==> src/rtl/xor_stream_decryptor.sv <==
// Stream decryptor for length-prefixed frames. Each ciphertext byte is XORed with
// a Galois LFSR keystream that is reseeded from the stored key at every frame header.
module xor_stream_decryptor #(
  parameter int DATA_W = 8
) (
  input  logic              clk,
  input  logic              rst,
  input  logic [DATA_W-1:0] key_in,
  input  logic              key_load,
  input  logic [DATA_W-1:0] in_data,
  input  logic              in_valid,
  output logic              in_ready,
  output logic [DATA_W-1:0] out_data,
  output logic              out_valid,
  input  logic              out_ready,
  output logic              out_last,
  output logic              frame_done,
  output logic              err
);

  localparam logic [DATA_W-1:0] TAPS = DATA_W'(8'hB8);
  localparam logic [DATA_W-1:0] ONE  = DATA_W'(1);

  typedef enum logic [1:0] {S_IDLE, S_HDR, S_DATA} state_t;

  state_t            state_q, state_d;
  logic [DATA_W-1:0] key_q, key_d;
  logic [DATA_W-1:0] lfsr_q, lfsr_d;
  logic [DATA_W-1:0] cnt_q, cnt_d;
  logic [DATA_W-1:0] out_data_q, out_data_d;
  logic              out_valid_q, out_valid_d;
  logic              out_last_q, out_last_d;
  logic              frame_done_q, frame_done_d;
  logic              err_q, err_d;
  logic              accept;

  function automatic logic [DATA_W-1:0] lfsr_step(input logic [DATA_W-1:0] s);
    return {1'b0, s[DATA_W-1:1]} ^ (s[0] ? TAPS : '0);
  endfunction

  // An all-zero state would lock the LFSR, so a zero key seeds with 1.
  function automatic logic [DATA_W-1:0] seed_of(input logic [DATA_W-1:0] k);
    return (k == '0) ? ONE : k;
  endfunction

  assign accept = in_valid & in_ready;

  always_ff @(posedge clk or posedge rst) begin
    if (rst) begin
      state_q <= S_IDLE;
    end else begin
      state_q <= state_d;
    end
  end

  always_comb begin
    state_d = state_q;
    if (key_load) begin
      state_d = S_HDR;
    end else begin
      case (state_q)
        S_HDR:   if (accept && in_data != '0) state_d = S_DATA;
        S_DATA:  if (accept && cnt_q == ONE) state_d = S_HDR;
        default: state_d = state_q;
      endcase
    end
  end

  // key_load wins over any input transfer in the same cycle.
  always_comb begin
    in_ready = 1'b0;
    case (state_q)
      S_HDR:   in_ready = !key_load;
      S_DATA:  in_ready = !key_load && (!out_valid_q || out_ready);
      default: in_ready = 1'b0;
    endcase
  end

  always_comb begin
    key_d        = key_q;
    lfsr_d       = lfsr_q;
    cnt_d        = cnt_q;
    out_data_d   = out_data_q;
    out_valid_d  = out_valid_q;
    out_last_d   = out_last_q;
    frame_done_d = 1'b0;
    err_d        = 1'b0;
    if (key_load) begin
      key_d       = key_in;
      out_valid_d = 1'b0;
      out_last_d  = 1'b0;
    end else begin
      if (out_valid_q && out_ready) begin
        out_valid_d = 1'b0;
        out_last_d  = 1'b0;
      end
      if (accept) begin
        case (state_q)
          S_HDR: begin
            if (in_data == '0) begin
              err_d = 1'b1;
            end else begin
              cnt_d  = in_data;
              lfsr_d = seed_of(key_q);
            end
          end
          S_DATA: begin
            out_data_d   = in_data ^ lfsr_q;
            out_valid_d  = 1'b1;
            out_last_d   = (cnt_q == ONE);
            frame_done_d = (cnt_q == ONE);
            cnt_d        = cnt_q - ONE;
            lfsr_d       = lfsr_step(lfsr_q);
          end
          default: ;
        endcase
      end
    end
  end

  always_ff @(posedge clk or posedge rst) begin
    if (rst) begin
      key_q        <= '0;
      lfsr_q       <= '0;
      cnt_q        <= '0;
      out_data_q   <= '0;
      out_valid_q  <= 1'b0;
      out_last_q   <= 1'b0;
      frame_done_q <= 1'b0;
      err_q        <= 1'b0;
    end else begin
      key_q        <= key_d;
      lfsr_q       <= lfsr_d;
      cnt_q        <= cnt_d;
      out_data_q   <= out_data_d;
      out_valid_q  <= out_valid_d;
      out_last_q   <= out_last_d;
      frame_done_q <= frame_done_d;
      err_q        <= err_d;
    end
  end

  assign out_data   = out_data_q;
  assign out_valid  = out_valid_q;
  assign out_last   = out_last_q;
  assign frame_done = frame_done_q;
  assign err        = err_q;

endmodule

==> config.mk <==
export PLATFORM = sky130hd
export DESIGN_NAME = xor_stream_decryptor
export DESIGN_NICKNAME = d
export VERILOG_FILES = /design/src/rtl/xor_stream_decryptor.sv
export SDC_FILE = /design/constraint.sdc
export NUM_CORES = 1
export LEC_CHECK = 0
export CELL_PAD_IN_SITES_DETAIL_PLACEMENT = 1
export CELL_PAD_IN_SITES_GLOBAL_PLACEMENT = 2
export CORE_UTILIZATION = 33
export CTS_CLUSTER_SIZE = 30
export DETAILED_ROUTE_END_ITERATION = 12
export HOLD_SLACK_MARGIN = 0.15
export PLACE_DENSITY_LB_ADDON = 0.1
export SYNTH_ARGS = -nofsm -noshare
export SYNTH_HDL_FRONTEND = slang
export SYNTH_SLANG_ARGS = --single-unit
==> constraint.sdc <==
create_clock -name clk -period 2.9 [get_ports clk]
set_input_delay 0.87 -clock clk [delete_from_list [all_inputs] [get_ports clk]]
set_output_delay 0.87 -clock clk [all_outputs]
set_load 0.005 [all_outputs]
Word level (Yosys, flattened, before mapping)
Index checks and enable logic that the tools add are counted.
Word-level totals
  register bits: 38
  input bits: 21
  output and inout port bits: 13
  logic and storage cells: 61
Cells by class
  add/sub/neg operators: 1
  eq/ne operators: 6
  mux-type cells: 26
  bitwise logic cells: 4
  reductions and logical operators: 15
Operators with widths (number)
  2-to-1 mux 8 bit: 4
  one-hot mux 8 bit (2 select lines): 2
  logical NOT 8 bit: 2
  2-to-1 mux 1 bit: 15
  == test 8 x 1 -> 1 bit (second input constant): 1
  nonzero test 8 bit: 1
  subtractor 8 x 1 -> 8 bit (second input constant): 1
  XOR 7 x 8 -> 8 bit: 1
  XOR 8 bit: 1
  2-to-1 mux 2 bit: 3
  inequality test 3 bit (second input constant): 2
  AND reduction 3 bit: 2
  logical AND 1 bit: 4
  one-hot mux 2 bit (2 select lines): 1
  AND reduction 4 bit: 1
  nonzero test 3 bit: 1
  == test 2 x 1 -> 1 bit (second input constant): 1
  == test 2 bit (second input constant): 1
  logical NOT 1 bit: 2
  inequality test 2 bit (second input constant): 1
  one-hot mux 1 bit (2 select lines): 1
  nonzero test 2 bit: 1
  AND 1 bit: 1
  logical OR 1 bit: 1
  inverter 1 bit: 1

Logic depth before layout (Yosys ltp)
Gate-level depths: netlist of the first run.
  depth after elaboration: 9
  mapped depth: 8
  depth with buffers taken out: 6

Least setup slack after synthesis of the first run
OpenSTA, ideal clock, no wires.
  kind: input-to-output
  start: input out_ready
  end: output in_ready
  arrival time: 1.568 ns
  data required time: 2.030 ns
  slack: 0.462 ns
  stages on the path: 4
  buffers on the path: 1
  cells stage by stage: nand2b_1 -> a21oi_1 -> clkbuf_1 -> nor3_1
On the way
  longest elaborated chain between the ends: 3
Ends and longest elaborated chain
  start: declaration: line 15  | input logic out_ready,
  logical OR 1 bit: line 74  | S_DATA: in_ready = !key_load && (!out_valid_q || out_ready);
  logical AND 1 bit: line 74
  one-hot mux 1 bit (2 select lines): line 72  | case (state_q)
  end: declaration: line 12  | output logic in_ready,
Every way passes these cells.

Final worst setup path of the first run
Same ends and word-level chain as after synthesis.

==> flow_metrics.py, run 1 <==
metrics = {
    "status": {
        "status": "completed",
    },
    "drt": {
        "per_cell_routed_wire_length_microns": 16.6,
        "drt_wl_total_mm": 5.31,
        "ant_nets": 0,
        "dr.pass1.iters": 4,
        "dr_total_vias": 1657,
        "via_per_inst": 5.19,
        "post-route-drc-count": 0,
        "detail_route.iter0.violations": 59,
    },
    "run": {
        "drv.max_cap_violation_count": 0,
    },
    "synth": {
        "synth_edf_count": 0,
        "synth.cells.most_frequent": "dfrtp_1, mux2_2, nand2_1",
        "ys.warnings.count": 0,
        "register_area_share_after_synthesis_pct": 47.0,
        "synthesis.nets": 219,
        "synth.distinct_cells": 40,
        "mean_cell_area_of_the_mapped_netlist_sq_um": 10.4,
        "post_synth_mux_area_share_pct": 12.1,
        "yosys_top_cell_by_area": "dfrtp_1",
        "cell_with_the_most_instances_after_synthesis": "dfrtp_1",
        "post_synth_main_area_contributors": "dfrtp_1, mux2_2, xnor2_1",
        "post_synth_fa_ha_maj_area_fraction_pct": 2.48,
        "async_reset_ff_share_pct": 100,
        "synthesis.instances": 194,
        "ys.flop_type": "dfrtp_1",
        "dominant_combinational_cell_family_by_area_after_synthesis": "simple AND/OR/NAND/NOR gates",
        "synth_top_area_share_pct": 47.0,
        "synthSimpleGateAreaFrac_pct": 16.0,
        "synth_area_sq_mm": 0.00202,
        "yosys.area_share.xor_xnor_pct": 4.76,
        "postSynthRegisterBits": 38,
        "synth_compound_area_share_pct": 13.2,
    },
    "min_path": {
        "class_of_the_worst_hold_path": "reg -> reg",
        "hold_end": "out_data[3]",
        "holdPathStages": 2,
        "worst_hold_startpoint": "out_data[3]",
    },
    "layout": {
        "n_antenna_cell": 0,
        "final_net_count": 269,
        "drive_gt1_share_pct": 23.4,
        "postLayoutCellArea_sq_mm": 0.00267,
        "growth_of_design_area_from_synthesis_to_finish_pct": 31.8,
    },
    "global_routing": {
        "grt_overflow": 0,
        "grt_max_degree": 39,
        "grt_pass1_vias": 1749,
        "antenna_found_initial": 0,
        "global_route_wire_length_before_repair_mm": 8.78,
        "grt.total_usage_pct": 18.4,
    },
    "worst_setup_path": {
        "critical_path_buf_inv_count": 2,
        "required_worst_endpoint_ps": 2030,
        "timing.critical_path.fanout_max": 2,
        "end_kind": "output port",
        "path_class": "in -> out",
        "timing.reg2reg.worst_path_depth": 6,
        "critical-path-slowest-cell": "clkdlybuf4s50_1",
        "crit_path_cell_trace": "clkdlybuf4s50_1 > nand2b_1 > a21oi_2 > nor3_2 > dlygate4sd2_1",
        "rr_endpoint": "cnt_q[5]",
        "critical_path_arrival_ps": 1960,
        "r2r_start": "state_q[0]",
        "r2r_slack_ps": 850,
        "critical_path.top_delay_family": "buffers and inverters",
        "cpPeakStageDelay_ps": 410,
        "cp-start-kind": "input pin",
    },
    "floorplanning": {
        "die_w_microns": 80.3,
        "die_height_microns": 80.3,
        "io_pins": 34,
        "floorplan.rows": 28,
        "core_area_sq_mm": 0.00592,
        "start_util_pct": 34.2,
        "fp.dieArea_sq_mm": 0.00644,
    },
    "placed_design": {
        "pre_cts_ws_ps": -202,
        "dp_hpwl_mm": 3.87,
        "placement.cell_area_sq_mm": 0.00254,
        "numPortBuffers": 33,
        "gp_routability_congestion": 0.784,
    },
    "sta": {
        "period_needed_ps": 2830,
        "skew_ps": 9.15,
        "timing.fmax_ghz": 0.354,
        "timing.final.max_slew_violations": 0,
        "final.period_utilization_pct": 97.5,
        "post-route-worst-setup-slack_ps": 73.8,
        "final.setup.tns_ps": 0,
        "report.final.hold_viol_count": 0,
        "timing.hold.ws_ps": 483,
        "max_slew_margin_pct": 55.6,
        "rsz0062_at_grt": "no",
        "worstMarginPinSlew_ps": 659,
        "setup_viol": 0,
    },
    "clock_tree": {
        "clk_latency_ps": 290,
        "cts_tree": "done",
        "clock_tree.root_cell": "clkbuf_8",
        "cts_htree_levels": 2,
        "cts.reportedPaths.clkPinSlew_ps": 70,
        "cts.path.max_buffers": 2,
        "cts_made_buffers": 5,
        "cts_hold_buf": 0,
        "clock_sinks": 38,
    },
    "pwr": {
        "netSwitchingPower_uw": 558,
        "internal-power_mw": 1.24,
        "power.share.clock_pct": 26.1,
        "power_leakage_nw": 1.11,
        "peakVddDrop_mv": 0.251,
        "combinationalPowerShare_pct": 29.3,
        "design_power_total_mw": 1.80,
        "seq_power_share_pct": 44.6,
        "powerDensity_mw_per_mm2": 674,
        "sw_frac_of_total_pct": 31.0,
    },
}
==> power by group through the flow <==
stage	Clock [mW]	Sequential, mW	Combinational, mW
6_report	0.468	0.802	0.527
5_1_grt	0.503	0.825	0.594
4_1_cts	0.480	0.803	0.534
3_5_place_dp	0	0.813	0.531
3_3_place_gp	0	0.804	0.509
2_1_floorplan	0	0.767	0.364
==> per-layer routing <==
metal  track usage [%]  vias to the layer above  wire length (microns)
met2              31.7                       30                   2650
met3              3.52                        2                    158
li1                  -                      796                      -
met1              23.1                      829                   2480
met4              5.71                        0                     23
met5                 0                        -                      0
==> area by class of cell <==
cell class                 count  area [sq um]
clock buffer                   6          82.6
clock inverter                 1          30.0
fill                         654          3260
inverter                      12          45.0
multi-input combinational    135           991
sequential                    38           951
tap                           75          93.8
timing repair buffer          52           472
==> placed cells by master (no fill, tap or decap), drive strengths merged, types with 4 or more instances in the layout <==
master,netlist,layout
mux2,20,20
clkbuf,4,6
o41ai,6,6
clkdlybuf4s50,0,32
o21ai,12,12
nand3,4,4
nor2,9,9
buf,5,19
nor3,11,11
nor4,5,5
xnor2,11,11
a21oi,6,6
inv,12,12
dfrtp,38,38
ha,4,4
a221oi,5,5
nand2,15,15
==> registers in the layout (all words and copies together), names as in the netlist <==
signal	flops
lfsr_q	8
state_q	2
out_valid	1
key_q	8
err	1
out_last	1
frame_done	1
out_data	8
cnt_q	8
==> how the worst max path moves through the flow <==
stage / startpoint / end / slack [ps] / depth (start not counted)
2_1_floorplan: out_ready / in_ready / 460 / 4
3_3_place_gp: out_ready / in_ready / -180 / 5
3_5_place_dp: out_ready / in_ready / -200 / 5
4_1_cts: out_ready / in_ready / 40 / 5
5_1_grt: out_ready / in_ready / 10 / 5
6_report: out_ready / in_ready / 70 / 5
==> metrics by stage <==
stage / util (%) / instances
6_report: 45.0 / 319
5_1_grt: 45.0 / 319
2_1_floorplan: - / 194
3_3_place_gp: 43.0 / 312
3_5_place_dp: 43.0 / 312
4_1_cts: 44.9 / 319
==> worst register-to-register path, cell delays in order, from the launching register on <==
cell and delay (ps):
dfrtp_1 380, inv_1 50, ha_1 340, nor2_1 110, nand2_1 90, or3_2 630
a221oi_1 350
==> logic make-up (layout without fill, tap and decap cells) <==
family | Yosys count | after routing
AND/OR/NAND/NOR | 59 | 59
AO/OA/AOI/OAI | 39 | 39
flip-flops | 38 | 38
multiplexers | 22 | 22
XOR/XNOR | 11 | 11
adder cells (fa/ha/maj) | 4 | 4
buffers and inverters | 21 | 71
==> what timing repair did <==
item                       in CTS  in global routing
cloned                          0                  0
gates resized for setup         1                  2
setup buffers                   0                  0
setup endpoints to repair       1                  1
(Power assumes the default switching activity.)
==> run 2: changes to the inputs <==
Clock period 2.9 ns to 3 ns, I/O delays scaled along.
==> flow_metrics.py, run 2 (same netlist as run 1, synthesis figures left out) <==
metrics = {
    "drt": {
        "per_cell_routed_wire_length_microns": 16.5,
        "drt_wl_total_mm": 5.27,
        "detail_route.iter0.violations": 75,
        "dr_total_vias": 1635,
        "ant_nets": 0,
        "dr.pass1.iters": 4,
        "post-route-drc-count": 0,
        "via_per_inst": 5.11,
    },
    "sta": {
        "skew_ps": 8.61,
        "max_slew_margin_pct": 57.5,
        "setup_viol": 0,
        "timing.final.max_slew_violations": 0,
        "final.period_utilization_pct": 96.7,
        "report.final.hold_viol_count": 0,
        "post-route-worst-setup-slack_ps": 98.6,
        "rsz0062_at_grt": "no",
        "period_needed_ps": 2900,
        "worstMarginPinSlew_ps": 632,
        "timing.fmax_ghz": 0.345,
    },
    "global_routing": {
        "grt.total_usage_pct": 18.5,
        "antenna_found_initial": 0,
        "grt_max_degree": 39,
        "global_route_wire_length_before_repair_mm": 8.87,
        "grt_overflow": 0,
        "grt_pass1_vias": 1771,
    },
    "floorplanning": {
        "floorplan.rows": 28,
        "core_area_sq_mm": 0.00592,
        "fp.dieArea_sq_mm": 0.00644,
        "die_height_microns": 80.3,
        "start_util_pct": 34.2,
        "die_w_microns": 80.3,
        "io_pins": 34,
    },
    "clock_tree": {
        "clk_latency_ps": 290,
        "cts_tree": "done",
        "clock_tree.root_cell": "clkbuf_8",
        "cts.path.max_buffers": 2,
        "cts_made_buffers": 5,
        "cts_htree_levels": 2,
        "cts.reportedPaths.clkPinSlew_ps": 80,
        "clock_sinks": 38,
    },
    "run": {
        "drv.max_cap_violation_count": 0,
    },
    "min_path": {
        "worst_hold_startpoint": "out_data[1]",
        "class_of_the_worst_hold_path": "reg -> reg",
    },
    "worst_setup_path": {
        "critical-path-slowest-cell": "clkdlybuf4s50_1",
        "cp-start-kind": "input pin",
        "required_worst_endpoint_ps": 2100,
        "critical_path_arrival_ps": 2000,
        "path_class": "in -> out",
        "timing.critical_path.fanout_max": 2,
        "cpPeakStageDelay_ps": 410,
        "worstSetupStartpoint": "out_ready",
        "crit_path_cell_trace": "clkdlybuf4s50_1 > nand2b_1 > a21oi_1 > nor3_1 > dlygate4sd2_1",
        "end_kind": "output port",
        "r2r_start": "state_q[1]",
    },
    "layout": {
        "final_net_count": 269,
        "postLayoutCellArea_sq_mm": 0.00266,
        "n_antenna_cell": 0,
        "growth_of_design_area_from_synthesis_to_finish_pct": 31.4,
        "drive_gt1_share_pct": 22.9,
        "layout_common_cells": "dfrtp_1, clkdlybuf4s50_1, mux2_2",
        "fill_cells": 650,
        "layout.cells.most_common": "dfrtp_1",
    },
    "pwr": {
        "peakVddDrop_mv": 0.271,
        "sw_frac_of_total_pct": 31.5,
        "combinationalPowerShare_pct": 29.4,
        "power_leakage_nw": 1.11,
        "seq_power_share_pct": 45.0,
        "netSwitchingPower_uw": 541,
        "power.share.clock_pct": 25.6,
        "internal-power_mw": 1.18,
        "powerDensity_mw_per_mm2": 647,
    },
    "placed_design": {
        "dp_hpwl_mm": 3.94,
        "pre_cts_ws_ps": -133,
        "placement.cell_area_sq_mm": 0.00254,
        "gp_routability_congestion": 0.786,
        "numPortBuffers": 33,
    },
    "status": {
        "status": "completed",
    },
}
[run 2: final cells by class]
type | instances | area [sq um] | area share, %
inverters | 12 | 45.0 | 1.69
repair buffers | 52 | 472 | 17.7
clock buffers | 5 | 68.8 | 2.59
flip-flops and latches | 38 | 951 | 35.8
clock inverters | 3 | 45.0 | 1.69
multi-input cells | 135 | 982 | 37.0
well taps | 75 | 93.8 | 3.53
[run 2: what timing repair did]
action	in CTS	in global routing
hold buffers	0	0
resized for setup	1	0
endpoints found under the hold margin	0	0
setup endpoints to repair	1	0
buffers inserted	0	0
[run 2: layer usage]
metal  track usage, %  vias to the layer above  routed length [microns]
li1                 -                      796                        -
met1             23.9                      801                     2380
met2             31.7                       33                     2670
met3             3.07                        5                      163
met4             4.82                        0                       58
met5                0                        -                        0
[run 2: stage by stage]
stage               power (mW)  util, %  TNS, ps  std cells  hold slack (ps)
detailed placement        1.30     43.0     -133        312              474
global route              1.85     44.9        0        320              519
CTS                       1.75     44.9        0        320              493
global placement          1.27     43.0     -139        312              461
finish                    1.72     44.9        0        320              486
floorplan                 1.09        -        0        194              473
[run 2: worst paths after layout]
| kind | endpoint | slack [ps] | cells past startpoint |
|---|---|---|---|
| worst min-delay path | out_data[1] | 490 | 2 |
| worst max register to register | cnt_q[2] | 970 | 6 |
| max in group asynchronous | cnt_q[7] | 1620 | 3 |
| min in group asynchronous | frame_done | 1030 | 3 |
| worst min register to register | out_data[1] | 490 | 2 |
| worst max-delay path | in_ready | 100 | 5 |
[run 2: critical path, delay by kind of cell]
kind	cells	cell delay (ps)
AOI/OAI and AO/OA	1	200
and+or+nand+nor	2	220
buffers and inverters	2	670
[run 2: power groups by stage]
stage,Clock (mW),Sequential [mW],Combinational [mW]
floorplan,0,0.741,0.351
finish,0.439,0.774,0.505
global route,0.476,0.804,0.566
detailed placement,0,0.788,0.511
global placement,0,0.777,0.491
CTS,0.461,0.777,0.514
